`src/rtl/serial_arith_pkg.sv`:
```
// Shared definitions for the serial arithmetic family: FSM state encodings and
// helpers for parameter legality and signed-overflow detection.
package serial_arith_pkg;

    localparam logic [1:0] ST_IDLE = 2'd0;
    localparam logic [1:0] ST_RUN  = 2'd1;
    localparam logic [1:0] ST_DONE = 2'd2;

    // A digit size is legal when it is non-zero and evenly tiles a width of at least two bits
    function automatic bit digit_legal(input int unsigned width, input int unsigned digit);
        return (width >= 32'd2) && (digit != 32'd0) && (digit <= width) &&
               ((width % digit) == 32'd0);
    endfunction

    // Two's-complement overflow: both addend MSBs agree but the result MSB differs
    function automatic logic signed_ovf(input logic a_msb, input logic bx_msb,
                                        input logic s_msb);
        return (a_msb == bx_msb) && (s_msb != a_msb);
    endfunction

endpackage

```
`src/rtl/digit_adder.sv`:
```
// Combinational DIGIT-bit ripple-carry adder slice used by the serial arithmetic units.
module digit_adder #(
    parameter int DIGIT = 1
) (
    input  logic [DIGIT-1:0] a_i,
    input  logic [DIGIT-1:0] b_i,
    input  logic             cin_i,
    output logic [DIGIT-1:0] s_o,
    output logic             cout_o
);

    logic [DIGIT:0] c_s;

    // Ripple the carry through one full adder per bit
    always_comb begin
        c_s    = '0;
        s_o    = '0;
        c_s[0] = cin_i;
        for (int i = 0; i < DIGIT; i++) begin
            s_o[i]   = a_i[i] ^ b_i[i] ^ c_s[i];
            c_s[i+1] = (a_i[i] & b_i[i]) | (c_s[i] & (a_i[i] ^ b_i[i]));
        end
        cout_o = c_s[DIGIT];
    end

endmodule

```
`src/rtl/serial_add_sub.sv`:
```
// Digit-serial adder/subtractor: DIGIT bits per cycle through one adder slice,
// with valid/ready handshakes on operands and result.
module serial_add_sub
    import serial_arith_pkg::*;
#(
    parameter int WIDTH = 8,
    parameter int DIGIT = 1
) (
    input  logic             clk,
    input  logic             rst,
    input  logic             in_valid,
    output logic             in_ready,
    input  logic [WIDTH-1:0] a,
    input  logic [WIDTH-1:0] b,
    input  logic             sub,
    output logic             out_valid,
    input  logic             out_ready,
    output logic [WIDTH-1:0] sum,
    output logic             carry,
    output logic             overflow
);

    localparam int NDIG = WIDTH / DIGIT;
    localparam int CW   = $clog2(NDIG) + 1;
    localparam logic [CW-1:0] CNT_LAST = CW'(NDIG - 1);
    localparam logic [CW-1:0] CNT_ONE  = CW'(1);

    if (!digit_legal(WIDTH, DIGIT)) begin : g_bad_params
        $error("serial_add_sub: DIGIT must divide WIDTH and WIDTH must be >= 2");
    end

    logic [1:0]       state_q,     state_d;
    logic [WIDTH-1:0] a_sh_q,      a_sh_d;
    logic [WIDTH-1:0] b_sh_q,      b_sh_d;
    logic             c_q,         c_d;
    logic [CW-1:0]    cnt_q,       cnt_d;
    logic             a_msb_q,     a_msb_d;
    logic             bx_msb_q,    bx_msb_d;
    logic [WIDTH-1:0] sum_q,       sum_d;
    logic             carry_q,     carry_d;
    logic             ovf_q,       ovf_d;
    logic             in_ready_q,  in_ready_d;
    logic             out_valid_q, out_valid_d;

    logic [DIGIT-1:0]       dig_s;
    logic                   dig_c;
    logic [WIDTH-1:0]       b_x_s;
    logic [WIDTH+DIGIT-1:0] sum_shift_s;

    digit_adder #(.DIGIT(DIGIT)) u_digit_adder (
        .a_i    (a_sh_q[DIGIT-1:0]),
        .b_i    (b_sh_q[DIGIT-1:0]),
        .cin_i  (c_q),
        .s_o    (dig_s),
        .cout_o (dig_c)
    );

    assign b_x_s       = b ^ {WIDTH{sub}};
    // New digit enters at the top; the slice drops the oldest DIGIT bits (also valid when DIGIT == WIDTH)
    assign sum_shift_s = {dig_s, sum_q};

    // Next-state logic for the IDLE -> RUN -> DONE sequence
    always_comb begin
        state_d     = state_q;
        a_sh_d      = a_sh_q;
        b_sh_d      = b_sh_q;
        c_d         = c_q;
        cnt_d       = cnt_q;
        a_msb_d     = a_msb_q;
        bx_msb_d    = bx_msb_q;
        sum_d       = sum_q;
        carry_d     = carry_q;
        ovf_d       = ovf_q;
        in_ready_d  = in_ready_q;
        out_valid_d = out_valid_q;
        case (state_q)
            ST_IDLE: begin
                if (in_valid && in_ready_q) begin
                    a_sh_d     = a;
                    b_sh_d     = b_x_s;
                    c_d        = sub;
                    cnt_d      = '0;
                    a_msb_d    = a[WIDTH-1];
                    bx_msb_d   = b_x_s[WIDTH-1];
                    in_ready_d = 1'b0;
                    state_d    = ST_RUN;
                end else begin
                    state_d    = ST_IDLE;
                end
            end
            ST_RUN: begin
                a_sh_d = a_sh_q >> DIGIT;
                b_sh_d = b_sh_q >> DIGIT;
                sum_d  = sum_shift_s[WIDTH+DIGIT-1:DIGIT];
                c_d    = dig_c;
                cnt_d  = cnt_q + CNT_ONE;
                if (cnt_q == CNT_LAST) begin
                    state_d = ST_DONE;
                end else begin
                    state_d = ST_RUN;
                end
            end
            ST_DONE: begin
                // First DONE cycle publishes the flags; afterwards hold until consumed
                if (!out_valid_q) begin
                    out_valid_d = 1'b1;
                    carry_d     = c_q;
                    ovf_d       = signed_ovf(a_msb_q, bx_msb_q, sum_q[WIDTH-1]);
                end else if (out_ready) begin
                    out_valid_d = 1'b0;
                    in_ready_d  = 1'b1;
                    state_d     = ST_IDLE;
                end else begin
                    state_d     = ST_DONE;
                end
            end
            default: begin
                state_d     = ST_IDLE;
                in_ready_d  = 1'b1;
                out_valid_d = 1'b0;
            end
        endcase
    end

    // State and datapath registers with asynchronous reset
    always_ff @(posedge clk or posedge rst) begin
        if (rst) begin
            state_q     <= ST_IDLE;
            a_sh_q      <= '0;
            b_sh_q      <= '0;
            c_q         <= 1'b0;
            cnt_q       <= '0;
            a_msb_q     <= 1'b0;
            bx_msb_q    <= 1'b0;
            sum_q       <= '0;
            carry_q     <= 1'b0;
            ovf_q       <= 1'b0;
            in_ready_q  <= 1'b1;
            out_valid_q <= 1'b0;
        end else begin
            state_q     <= state_d;
            a_sh_q      <= a_sh_d;
            b_sh_q      <= b_sh_d;
            c_q         <= c_d;
            cnt_q       <= cnt_d;
            a_msb_q     <= a_msb_d;
            bx_msb_q    <= bx_msb_d;
            sum_q       <= sum_d;
            carry_q     <= carry_d;
            ovf_q       <= ovf_d;
            in_ready_q  <= in_ready_d;
            out_valid_q <= out_valid_d;
        end
    end

    assign in_ready  = in_ready_q;
    assign out_valid = out_valid_q;
    assign sum       = sum_q;
    assign carry     = carry_q;
    assign overflow  = ovf_q;

endmodule
```
`config.mk`:
```
export PLATFORM = sky130hd
export DESIGN_NAME = serial_add_sub
export DESIGN_NICKNAME = d
export VERILOG_FILES = /design/src/rtl/serial_arith_pkg.sv /design/src/rtl/digit_adder.sv /design/src/rtl/serial_add_sub.sv
export SDC_FILE = /design/constraint.sdc
export NUM_CORES = 1
export LEC_CHECK = 0
export CAP_MARGIN = 40
export CORE_MARGIN = 1.5
export CORE_UTILIZATION = 55
export CTS_CLUSTER_DIAMETER = 40
export DETAILED_ROUTE_END_ITERATION = 8
export GPL_TIMING_DRIVEN = 0
export MAX_ROUTING_LAYER = met4
export PLACE_DENSITY = 0.83
export SETUP_SLACK_MARGIN = 0.15
export SYNTH_ARGS = -nofsm -noshare
export SYNTH_HDL_FRONTEND = slang
export SYNTH_SLANG_ARGS = --single-unit
```
`constraint.sdc`:
```
create_clock -name clk -period 2.68 [get_ports clk]
set_clock_uncertainty 0.05 [all_clocks]
set_input_delay 0.536 -clock clk [delete_from_list [all_inputs] [get_ports clk]]
set_output_delay 0.536 -clock clk [all_outputs]
set_load 0.03 [all_outputs]
```
# Word-level counts from Yosys, hierarchy flattened
# Index checks and enable logic that the tools add are counted.
dict set report totals {
  out_inout_bits 12
  reg_bits 37
  in_bits 21
}
dict set report classes {
  n_reduce_logical 9
  add_sub_neg 1
  eq_ne 8
  bitwise 8
  muxes 20
}
# cell n
set ops {}
lappend ops {{8-bit one-hot mux with 2 select lines} 2}
lappend ops {{8-bit 2-to-1 mux} 2}
lappend ops {{4-bit one-hot mux with 2 select lines} 1}
lappend ops {{8-bit bitwise XOR} 1}
lappend ops {{1-bit 2-to-1 mux} 7}
lappend ops {{2-bit 2-to-1 mux} 3}
lappend ops {{2-bit != test, second input constant} 3}
lappend ops {{2-bit one-hot mux with 3 select lines} 1}
lappend ops {{2-bit AND reduction} 3}
lappend ops {{4-bit by 1-bit adder with 4-bit output, second input constant} 1}
lappend ops {{4-bit by 3-bit == test with 1-bit output, second input constant} 1}
lappend ops {{4-bit 2-to-1 mux} 1}
lappend ops {{1-bit one-hot mux with 2 select lines} 2}
lappend ops {{4-bit AND reduction} 1}
lappend ops {{1-bit one-hot mux with 3 select lines} 1}
lappend ops {{1-bit bitwise AND} 2}
lappend ops {{2-bit by 1-bit == test with 1-bit output, second input constant} 1}
lappend ops {{2-bit == test, second input constant} 1}
lappend ops {{1-bit logical AND} 2}
lappend ops {{2-bit zero test} 1}
lappend ops {{1-bit inverter} 2}
lappend ops {{2-bit nonzero test} 1}
lappend ops {{2-bit OR reduction} 1}
lappend ops {{1-bit bitwise XOR} 2}
lappend ops {{3 further kinds} 3}

# Depth between registers and ports, before layout
# Gate-level depths: netlist (run 1).
dict set report depth {
  ltp_word 4
  ltp_mapped 6
  ltp_nobuf 4
}

# Cells and area by module
# Synthesis (run 1) repeated with hierarchy kept, for this count alone.
dict set report unflattened {
  hier_cells 140
  hier_area_um2 1766.7
}
# mod seq_area_each_um2 area_each_um2 instances cells_per_inst
set by_module_without_submodules {}
lappend by_module_without_submodules {serial_add_sub 927.1 1746.7 1 139}
lappend by_module_without_submodules {digit_adder 0.0 20.0 1 1}

# Worst setup path after synthesis (run 1)
# Ideal clock, no wire load.
dict set report synth_path {
  kind {flip-flop to flip-flop}
  startpoint {reg in_ready_q, in the netlist in_ready}
  endpoint {reg b_sh_q[0]}
  setup_time_ps 121
  path_stages_with_launch 6
  slack_ps 1130
  t_arrival_ps 1378
  required_ps 2509
  period_less_slack_ps 1550
  cell_sequence {dfstp_2 a21oi_2 or2_1 buf_4 buf_6 o2bb2ai_1}
}
dict set report synth_between {
  elab_chain_len 3
}
# element line
set synth_lines {}
lappend synth_lines {{from (decl)} serial_add_sub.sv:42} ;# logic in_ready_q, in_ready_d;
lappend synth_lines {{from (signal assigned)} serial_add_sub.sv:151} ;# in_ready_q <= in_ready_d;
lappend synth_lines {{1-bit logical AND} serial_add_sub.sv:78} ;# if (in_valid && in_ready_q) begin
lappend synth_lines {{2-bit != test (no source line)} --}
lappend synth_lines {{2-bit AND reduction (no source line)} --}
lappend synth_lines {{to (signal assigned)} serial_add_sub.sv:143} ;# b_sh_q <= b_sh_d;
lappend synth_lines {{to (decl)} serial_add_sub.sv:34} ;# logic [WIDTH-1:0] b_sh_q, b_sh_d;
# Every way passes these cells.
# A chain may end at the register's enable or synchronous reset.

# Worst setup path after layout (run 1)
dict set report layout_path {
  startpoint {reg in_ready_q, in the netlist in_ready}
  endpoint {out in_ready}
}
# element line
set layout_lines {}
lappend layout_lines {{to (decl)} serial_add_sub.sv:12} ;# output logic in_ready,
# No word-level cell between the ends.

==> out/metrics.yaml, run 1 <==
synthesis:
  synth_edf_count: 0
  synth_compound_area_share_pct: 17.41
  synth_top_family_by_area: "compound AO/OA/AOI/OAI gates"
  async_flop_share_pct: 100.0
  synth.net_count: 194
  synth_area_leader_cell: "dfrtp_1"
  synthMuxAreaShare_pct: 5.229
  syn_inst: 171
  synthDistinctLibCells: 35
  yosysWarnings: 0
  ys_seq_area_share_pct: 53.08
  synthSimpleGateAreaFrac_pct: 12.68
  synth_fa_ha_area_share_pct: 1.862
  synth_xor_xnor_area_share_pct: 4.513
  synthTopCellsByArea: "dfrtp_1 52%, nand2_1 6.7%, mux2i_1 4.6%"
  syn_avg_cell_area_um2: 10.21
  synth_top_area_share_pct: 51.58
  synth-main-ff-cell: "dfrtp_1"
  synth_area_um2: 1747
  synth_seq_cells: 37
routing:
  vias_per_cell: 5.345
  first_pass_iters: 4
  vias: 1363
  drt_iter0_markers: 92
  route.antenna.remaining_nets: 0
  post-route-drc-count: 0
  wirelength_mm: 3.674
  wire_per_inst_um: 14.41
timing:
  max_slew_margin_pct: 50.30
  holdWs_ns: 0.4450
  timing.setup.tns_ns: 0
  fin_crit_ns: 2.209
  max_freq_ghz: 0.4528
  rsz0062_at_grt: "no"
  fin_crit_sh_pct: 82.41
  tightest_slew_ns: 0.7447
  slew_viol_final: 0
  hold_viol_final: 0
  setup_viol: 0
  final.setup.worst_slack_ns: 0.4714
outcome:
  status: "completed"
worst_setup_path:
  cp_slowest_stage_delay_ns: 0.68
  r2r_slack_ns: 1.13
  path_max_fanout: 6
  worstRegToRegCells: 5
  worstSetupEndpointType: "primary output"
  path_cells: "clkdlybuf4s50_1"
  cp_slowest_cell: "clkdlybuf4s50_1"
  crit_type: "reg -> out"
  crit_required_ns: 2.09
  reg2reg_to: "b_sh_q[4]"
  start_kind: "flop"
  cp.arrival_ns: 1.62
  crit_family: "buffers and inverters"
  r2r_start: "in_ready"
  crit_buf_inv: 1
hold_path:
  min_path_cells: 1
  hold_start: "b_sh_q[7]"
  min_to: "b_sh_q[7]"
  hp-class: "reg -> reg"
clock_tree:
  htree_levels: 2
  clk_path_buf_depth: 2
  cts_tree: "built"
  clk_pin_slew_worst_paths_ns: 0.10
  cts_hold_buf: 0
  post_cts_buffers: 0
  cts_sinks: 37
  root_buffer: "clkbuf_4"
  clock_latency_ns: 0.35
  cts_buffers: 5
  cts_resized: 0
placed_design:
  port_buffers: 31
  dp_hpwl_mm: 2.806
  gp_congestion: 0.7757
  preCtsSetupSlack_ns: 0.5701
layout:
  area_growth_pct: 27.36
  diodes: 0
  final_cell_mix: "36 x dfrtp_1, 31 x nand2_1, 31 x clkdlybuf4s50_1, 13 x a21oi_1, 12 x nor2_1"
  n_fill_cell: 236
  seq_area_um2: 927.1
  final_common_cell: "dfrtp_1"
  fin_util_pct: 73.47
  layout-drive-gt1-share_pct: 11.37
  multi_input_area_um2: 728.2
  nets: 233
run:
  max_cap_viol_count: 0
grt:
  grt-ovfl-total: 0
  antenna_found_initial: 0
  grt_pass1_wl_mm: 6.313
  track_usage_pct: 25.89
  grt_max_degree: 21
  grt_pass1_vias: 1387
power:
  cellPowerDensity_nw_per_um2: 1055
  finalPower_mw: 2.346
  ir_worst_vdd_mv: 0.5136
  p_leak_nw: 1.068
floorplanning:
  row_count: 20
  core_um2: 3028
  die_h_um: 59.36
  initial_utilization_pct: 57.69
  die_area_um2: 3523
  die_w_um: 59.36
  ios: 33
-- metrics by stage --
stage / cell area (µm²) / std cells
floorplan: 1747 / 171
global placement: 2112 / 246
detailed placement: 2140 / 247
CTS: 2225 / 255
global route: 2225 / 255
finish: 2225 / 255
-- where the power goes --
part           total, mW  internal [mW]  switching [mW]
Sequential         0.943          0.777           0.167
Clock              0.404          0.223           0.182
Combinational      0.999          0.451           0.548
-- sequential cells by signal (all words and copies together), names as in the netlist, 2 cells and up --
name and flops:
a_sh_q 8, b_sh_q 8, sum 8, cnt_q 4, state_q 2
-- metal layers --
| metal | global-route usage, % | vias to the layer above | wire length [µm] |
|---|---|---|---|
| li1 | - | 664 | - |
| met4 | 11.36 | 0 | 67 |
| met3 | 7.205 | 6 | 148 |
| met2 | 41.92 | 33 | 1941 |
| met5 | - | - | 0 |
| met1 | 29.99 | 660 | 1516 |
-- cells in the mapped netlist (4+ instances only) --
cell       instances
a21oi_1           13
nor2_1            12
dfrtp_1           36
o21ai_1            6
buf_2              4
xor2_1             7
mux2i_1            8
o21ai_0           10
inv_1              4
o2bb2ai_1          7
nand2_1           31
buf_4              4
-- final cells by class --
cell class,instances,share of cell area (%)
clock inverter,1,1.350
buffer,11,3.431
inverter,4,0.6749
timing repair buffer,32,15.19
sequential,37,41.68
multi-input combinational,119,32.73
tap,44,2.475
clock buffer,7,2.475
-- cells by family after synthesis --
logic type,count (synthesis)
buf+inv,15
xor+xnor,9
mux,9
flops,37
fa+ha+maj,2
simple gates,51
compound gates,48
-- how the worst max path moves through the flow --
| stage | cells past startpoint | startpoint | end |
|---|---|---|---|
| after CTS | 1 | in_ready | in_ready |
| after detailed placement | 6 | in_valid | b_sh_q[4] |
| after global routing | 1 | in_ready | in_ready |
| after floorplan | 5 | in_ready | b_sh_q[0] |
| after global placement | 2 | rst | a_sh_q[5] |
| final | 1 | in_ready | in_ready |
Power figures use the tool's default switching activity.
==> run 2, diff against run 1 <==
Settings changed: CORE_UTILIZATION 55 to 46, PLACE_DENSITY 0.83 to 0.74.
Clock period 2.68 ns to 1.9 ns, I/O delays scaled along.
==> out/metrics.yaml, run 2 (synthesis results as in run 1) <==
grt:
  grt_pass1_vias: 1464  # was 1,387
  grt_pass1_wl_mm: 6.417  # was 6.313 mm
  grt_max_degree: 21  # unchanged
  antenna_found_initial: 0  # unchanged
  grt-ovfl-total: 0  # unchanged
  track_usage_pct: 20.72  # was 25.89%
worst_setup_path:
  path_cells: "dlygate4sd2_1"  # was clkdlybuf4s50_1
  crit_buf_inv: 1  # unchanged
  worstSetupEndpointType: "primary output"  # unchanged
  cp_slowest_stage_delay_ns: 0.60  # was 0.68 ns
  crit_type: "reg -> out"  # unchanged
  cp.arrival_ns: 1.30  # was 1.62 ns
  crit_required_ns: 1.47  # was 2.09 ns
  crit_family: "flip-flops"  # was buffers and inverters
  start_kind: "flop"  # unchanged
  path_max_fanout: 6  # unchanged
  cp_slowest_cell: "dfstp_2"  # was clkdlybuf4s50_1
layout:
  fin_area_um2: 2250  # was 2225 µm²
  n_fill_cell: 313  # was 236
  nets: 233  # unchanged
  layout-drive-gt1-share_pct: 11.85  # was 11.37%
  final_common_cell: "dfrtp_1"  # unchanged
  fin_util_pct: 61.45  # was 73.47%
  final_cell_mix: "36 x dfrtp_1, 31 x nand2_1, 19 x clkdlybuf4s50_1, 13 x a21oi_1, 12 x nor2_1"  # was 36 x dfrtp_1, 31 x nand2_1, 31 x clkdlybuf4s50_1, 13 x a21oi_1, 12 x nor2_1
  area_growth_pct: 28.80  # was 27.36%
  fin_cells: 259  # was 255
  diodes: 0  # unchanged
placed_design:
  preCtsSetupSlack_ns: -0.09566  # was 0.5701 ns
  port_buffers: 31  # unchanged
  gp_congestion: 0.8570  # was 0.7757
  dp_hpwl_mm: 2.717  # was 2.806 mm
  dp_cells: 251  # was 247
  placed_area_um2: 2145  # was 2140 µm²
floorplanning:
  die_h_um: 64.62  # was 59.36 µm
  ios: 33  # unchanged
  die_area_um2: 4176  # was 3523 µm²
  core_um2: 3661  # was 3028 µm²
  die_w_um: 64.62  # was 59.36 µm
  initial_utilization_pct: 47.71  # was 57.69%
  row_count: 22  # was 20
outcome:
  status: "completed"  # unchanged
routing:
  route.antenna.remaining_nets: 0  # unchanged
  vias: 1386  # was 1,363
  post-route-drc-count: 0  # unchanged
  first_pass_iters: 4  # unchanged
  drt_iter0_markers: 80  # was 92
  wirelength_mm: 3.702  # was 3.674 mm
  vias_per_cell: 5.351  # was 5.345
  wire_per_inst_um: 14.29  # was 14.41 µm
clock_tree:
  htree_levels: 2  # unchanged
  cts_resized: 9  # was 0
  clk_pin_slew_worst_paths_ns: 0.08  # was 0.10 ns
  cts_hold_buf: 0  # unchanged
  root_buffer: "clkbuf_8"  # was clkbuf_4
  cts_buffers: 5  # unchanged
  cts_tree: "built"  # unchanged
  clk_path_buf_depth: 2  # unchanged
  clock_latency_ns: 0.29  # was 0.35 ns
  cts_sinks: 37  # unchanged
  post_cts_buffers: 0  # unchanged
power:
  finalPower_mw: 3.306  # was 2.346 mW
  cellPowerDensity_nw_per_um2: 1469  # was 1055 nW/µm²
  ir_worst_vdd_mv: 0.7043  # was 0.5136 mV
  p_leak_nw: 1.154  # was 1.068 nW
timing:
  final.setup.worst_slack_ns: 0.1696  # was 0.4714 ns
  setup_viol: 0  # unchanged
  holdWs_ns: 0.4361  # was 0.4450 ns
  fin_crit_ns: 1.730
  max_freq_ghz: 0.5779
  fin_crit_sh_pct: 91.07
  max_slew_margin_pct: 49.04  # was 50.30%
  hold_viol_final: 0  # unchanged
  timing.setup.tns_ns: 0  # unchanged
  tightest_slew_ns: 0.7636  # was 0.7447 ns
  rsz0062_at_grt: "yes"  # was no
  slew_viol_final: 0  # unchanged
run:
  max_cap_viol_count: 0  # unchanged
hold_path:
  hp-class: "reg -> reg"  # unchanged
==> run 2: worst reg2reg max path, stage by stage (launching register included) <==
cell	delay (ns)
dfstp_2	0.60
a21oi_4	0.11
or2_1	0.22
buf_4	0.17
buf_6	0.15
o2bb2ai_1	0.13
==> run 2: power breakdown <==
group / internal, mW / total (mW) / switching, mW
clock: 0.328 / 0.600 / 0.272
sequential: 1.10 / 1.34 / 0.238
combinational: 0.588 / 1.37 / 0.781
total: 2.01 / 3.31 / 1.29
==> run 2: layout make-up <==
type / count / area [µm²] / share of cell area (%)
sequential: 37 / 927.1 / 41.21
multi-input combinational: 119 / 735.7 / 32.70
timing repair buffer: 32 / 334.1 / 14.85
clock buffer: 7 / 96.34 / 4.283
buffer: 11 / 76.32 / 3.393
tap: 48 / 60.06 / 2.670
inverter: 4 / 15.01 / 0.6674
clock inverter: 1 / 5.005 / 0.2225
==> run 2: final timing paths <==
check	start	end	slack, ns	depth (start not counted)
worst min register to register	sum[2]	sum[1]	0.44	2
worst min-delay path	sum[2]	sum[1]	0.44	2
min in group asynchronous	rst	out_valid	0.48	2
worst max register to register	in_ready	b_sh_q[6]	0.35	5
max in group asynchronous	rst	cnt_q[0]	0.77	3
worst max-delay path	in_ready	in_ready	0.17	1
==> run 2: layer usage <==
layer	part of all wire (%)	up-vias	GRT usage, %
met3	4.0	12	6.771
li1	-	662	-
met1	45	677	23.83
met5	0	-	-
met2	49	35	34.11
met4	2.4	0	7.447
==> run 3, diff against run 2 <==
Settings changed: MAX_ROUTING_LAYER met4 to default, SLEW_MARGIN from default to 20.
==> out/metrics.yaml, run 3 (synthesis results as in run 1) <==
timing:
  max_freq_ghz: 0.5823  # was 0.5779 GHz
  setup_viol: 0  # unchanged
  slew_viol_final: 0  # unchanged
  fin_crit_ns: 1.717  # was 1.730 ns
  holdWs_ns: 0.4394  # was 0.4361 ns
  rsz0062_at_grt: "no"  # was yes
  fin_crit_sh_pct: 90.39  # was 91.07%
  final.setup.worst_slack_ns: 0.1826  # was 0.1696 ns
  hold_viol_final: 0  # unchanged
  tightest_slew_ns: 0.7460  # was 0.7636 ns
  max_slew_margin_pct: 50.19  # was 49.04%
worst_setup_path:
  crit_buf_inv: 1  # unchanged
  worstSetupEndpointType: "primary output"  # unchanged
  start_kind: "flop"  # unchanged
  r2r_start: "in_ready"  # unchanged
  crit_required_ns: 1.47  # about the same
  cp_slowest_cell: "dfstp_2"  # unchanged
  crit_family: "flip-flops"  # unchanged
  path_cells: "dlygate4sd2_1"  # unchanged
  crit_type: "reg -> out"  # unchanged
  cp_slowest_stage_delay_ns: 0.60  # about the same
  path_max_fanout: 6  # unchanged
  startpoint: "in_ready"  # unchanged
  cp.arrival_ns: 1.29  # was 1.30 ns
grt:
  track_usage_pct: 19.48  # was 20.72%
  grt_max_degree: 38  # was 21
  grt_pass1_wl_mm: 6.368  # was 6.417 mm
  grt_pass1_vias: 1451  # was 1,464
  grt-ovfl-total: 0  # unchanged
  antenna_found_initial: 0  # unchanged
floorplanning:
  core_um2: 3661  # unchanged
  initial_utilization_pct: 47.71  # unchanged
  ios: 33  # unchanged
  die_w_um: 64.62  # unchanged
  die_h_um: 64.62  # unchanged
  row_count: 22  # unchanged
  die_area_um2: 4176  # unchanged
layout:
  area_growth_pct: 27.22  # was 28.80%
  fin_area_um2: 2222  # was 2250 µm²
  final_cell_mix: "36 x dfrtp_1, 31 x nand2_1, 19 x clkdlybuf4s50_1, 13 x a21oi_1, 12 x nor2_1"  # unchanged
  diodes: 0  # unchanged
  nets: 232  # was 233
  final_common_cell: "dfrtp_1"  # unchanged
  layout-drive-gt1-share_pct: 11.90  # was 11.85%
clock_tree:
  clk_path_buf_depth: 2  # unchanged
  htree_levels: 2  # unchanged
  clk_pin_slew_worst_paths_ns: 0.07  # was 0.08 ns
  cts_sinks: 37  # unchanged
  clock_latency_ns: 0.28  # was 0.29 ns
  root_buffer: "clkbuf_8"  # unchanged
  cts_tree: "built"  # unchanged
  cts_hold_buf: 0  # unchanged
  cts_buffers: 5  # unchanged
outcome:
  status: "completed"  # unchanged
routing:
  vias_per_cell: 5.240  # was 5.351
  drt_iter0_markers: 54  # was 80
  post-route-drc-count: 0  # unchanged
  first_pass_iters: 4  # unchanged
  wire_per_inst_um: 13.97  # was 14.29 µm
  vias: 1352  # was 1,386
  wirelength_mm: 3.603  # was 3.702 mm
  route.antenna.remaining_nets: 0  # unchanged
placed_design:
  placed_area_um2: 2117  # was 2145 µm²
  gp_congestion: 0.8439  # was 0.8570
  dp_hpwl_mm: 2.625  # was 2.717 mm
  port_buffers: 31  # unchanged
  preCtsSetupSlack_ns: -0.09353  # was -0.09566 ns
power:
  p_leak_nw: 1.140  # was 1.154 nW
  cellPowerDensity_nw_per_um2: 1478  # was 1469 nW/µm²
  ir_worst_vdd_mv: 0.5911  # was 0.7043 mV
run:
  max_cap_viol_count: 0  # unchanged
hold_path:
  hp-class: "reg -> reg"  # unchanged
  hold_start: "sum[4]"  # was sum[2]
run 3: metal layers:
layer | vias up | part of all wire (%) | GRT usage [%] | routed length [µm]
met3 | 4 | 3.6 | 3.993 | 130
met4 | 0 | 0.58 | 4.255 | 21
met1 | 661 | 45 | 24.06 | 1614
met2 | 27 | 51 | 35.16 | 1836
li1 | 660 | - | - | -
met5 | - | 0 | 0 | 0
run 3: final timing paths:
path | endpoint | slack (ns) | depth (start not counted)
min reg2reg | sum[3] | 0.44 | 2
max reg2reg | b_sh_q[6] | 0.35 | 5
max | in_ready | 0.18 | 1
min in group asynchronous | sum[3] | 0.50 | 2
max in group asynchronous | overflow | 0.83 | 2
min | sum[3] | 0.44 | 2
run 3: stage by stage:
| step | total power, mW | setup TNS (ns) | cells | utilization [%] |
|---|---|---|---|---|
| 2_1_floorplan | 2.288 | 0 | 171 | - |
| 3_3_place_gp | 2.677 | -4.432 | 250 | 57.83 |
| 3_5_place_dp | 2.765 | -0.8443 | 250 | 57.83 |
| 4_1_cts | 3.306 | 0 | 258 | 60.29 |
| 5_1_grt | 3.532 | 0 | 258 | 60.70 |
| 6_report | 3.284 | 0 | 258 | 60.70 |
run 3: timing repair:
item	in CTS	in global routing
gates resized for setup	9	4
setup buffers	0	0
setup endpoints to repair	9	13
run 3: cell type report:
class | instances | area, µm²
inverters | 4 | 15.01
fillers | 320 | 1439
well taps | 48 | 60.06
plain buffers | 11 | 76.32
multi-input cells | 119 | 735.7
clock inverters | 1 | 5.005
clock buffers | 7 | 96.34
repair buffers | 31 | 306.5
flip-flops and latches | 37 | 927.1
run 3: power by group:
group	leakage [nW]	internal, mW	switching (mW)
Clock	0.0542	0.328	0.260
Combinational	0.606	0.582	0.781
Sequential	0.480	1.10	0.235
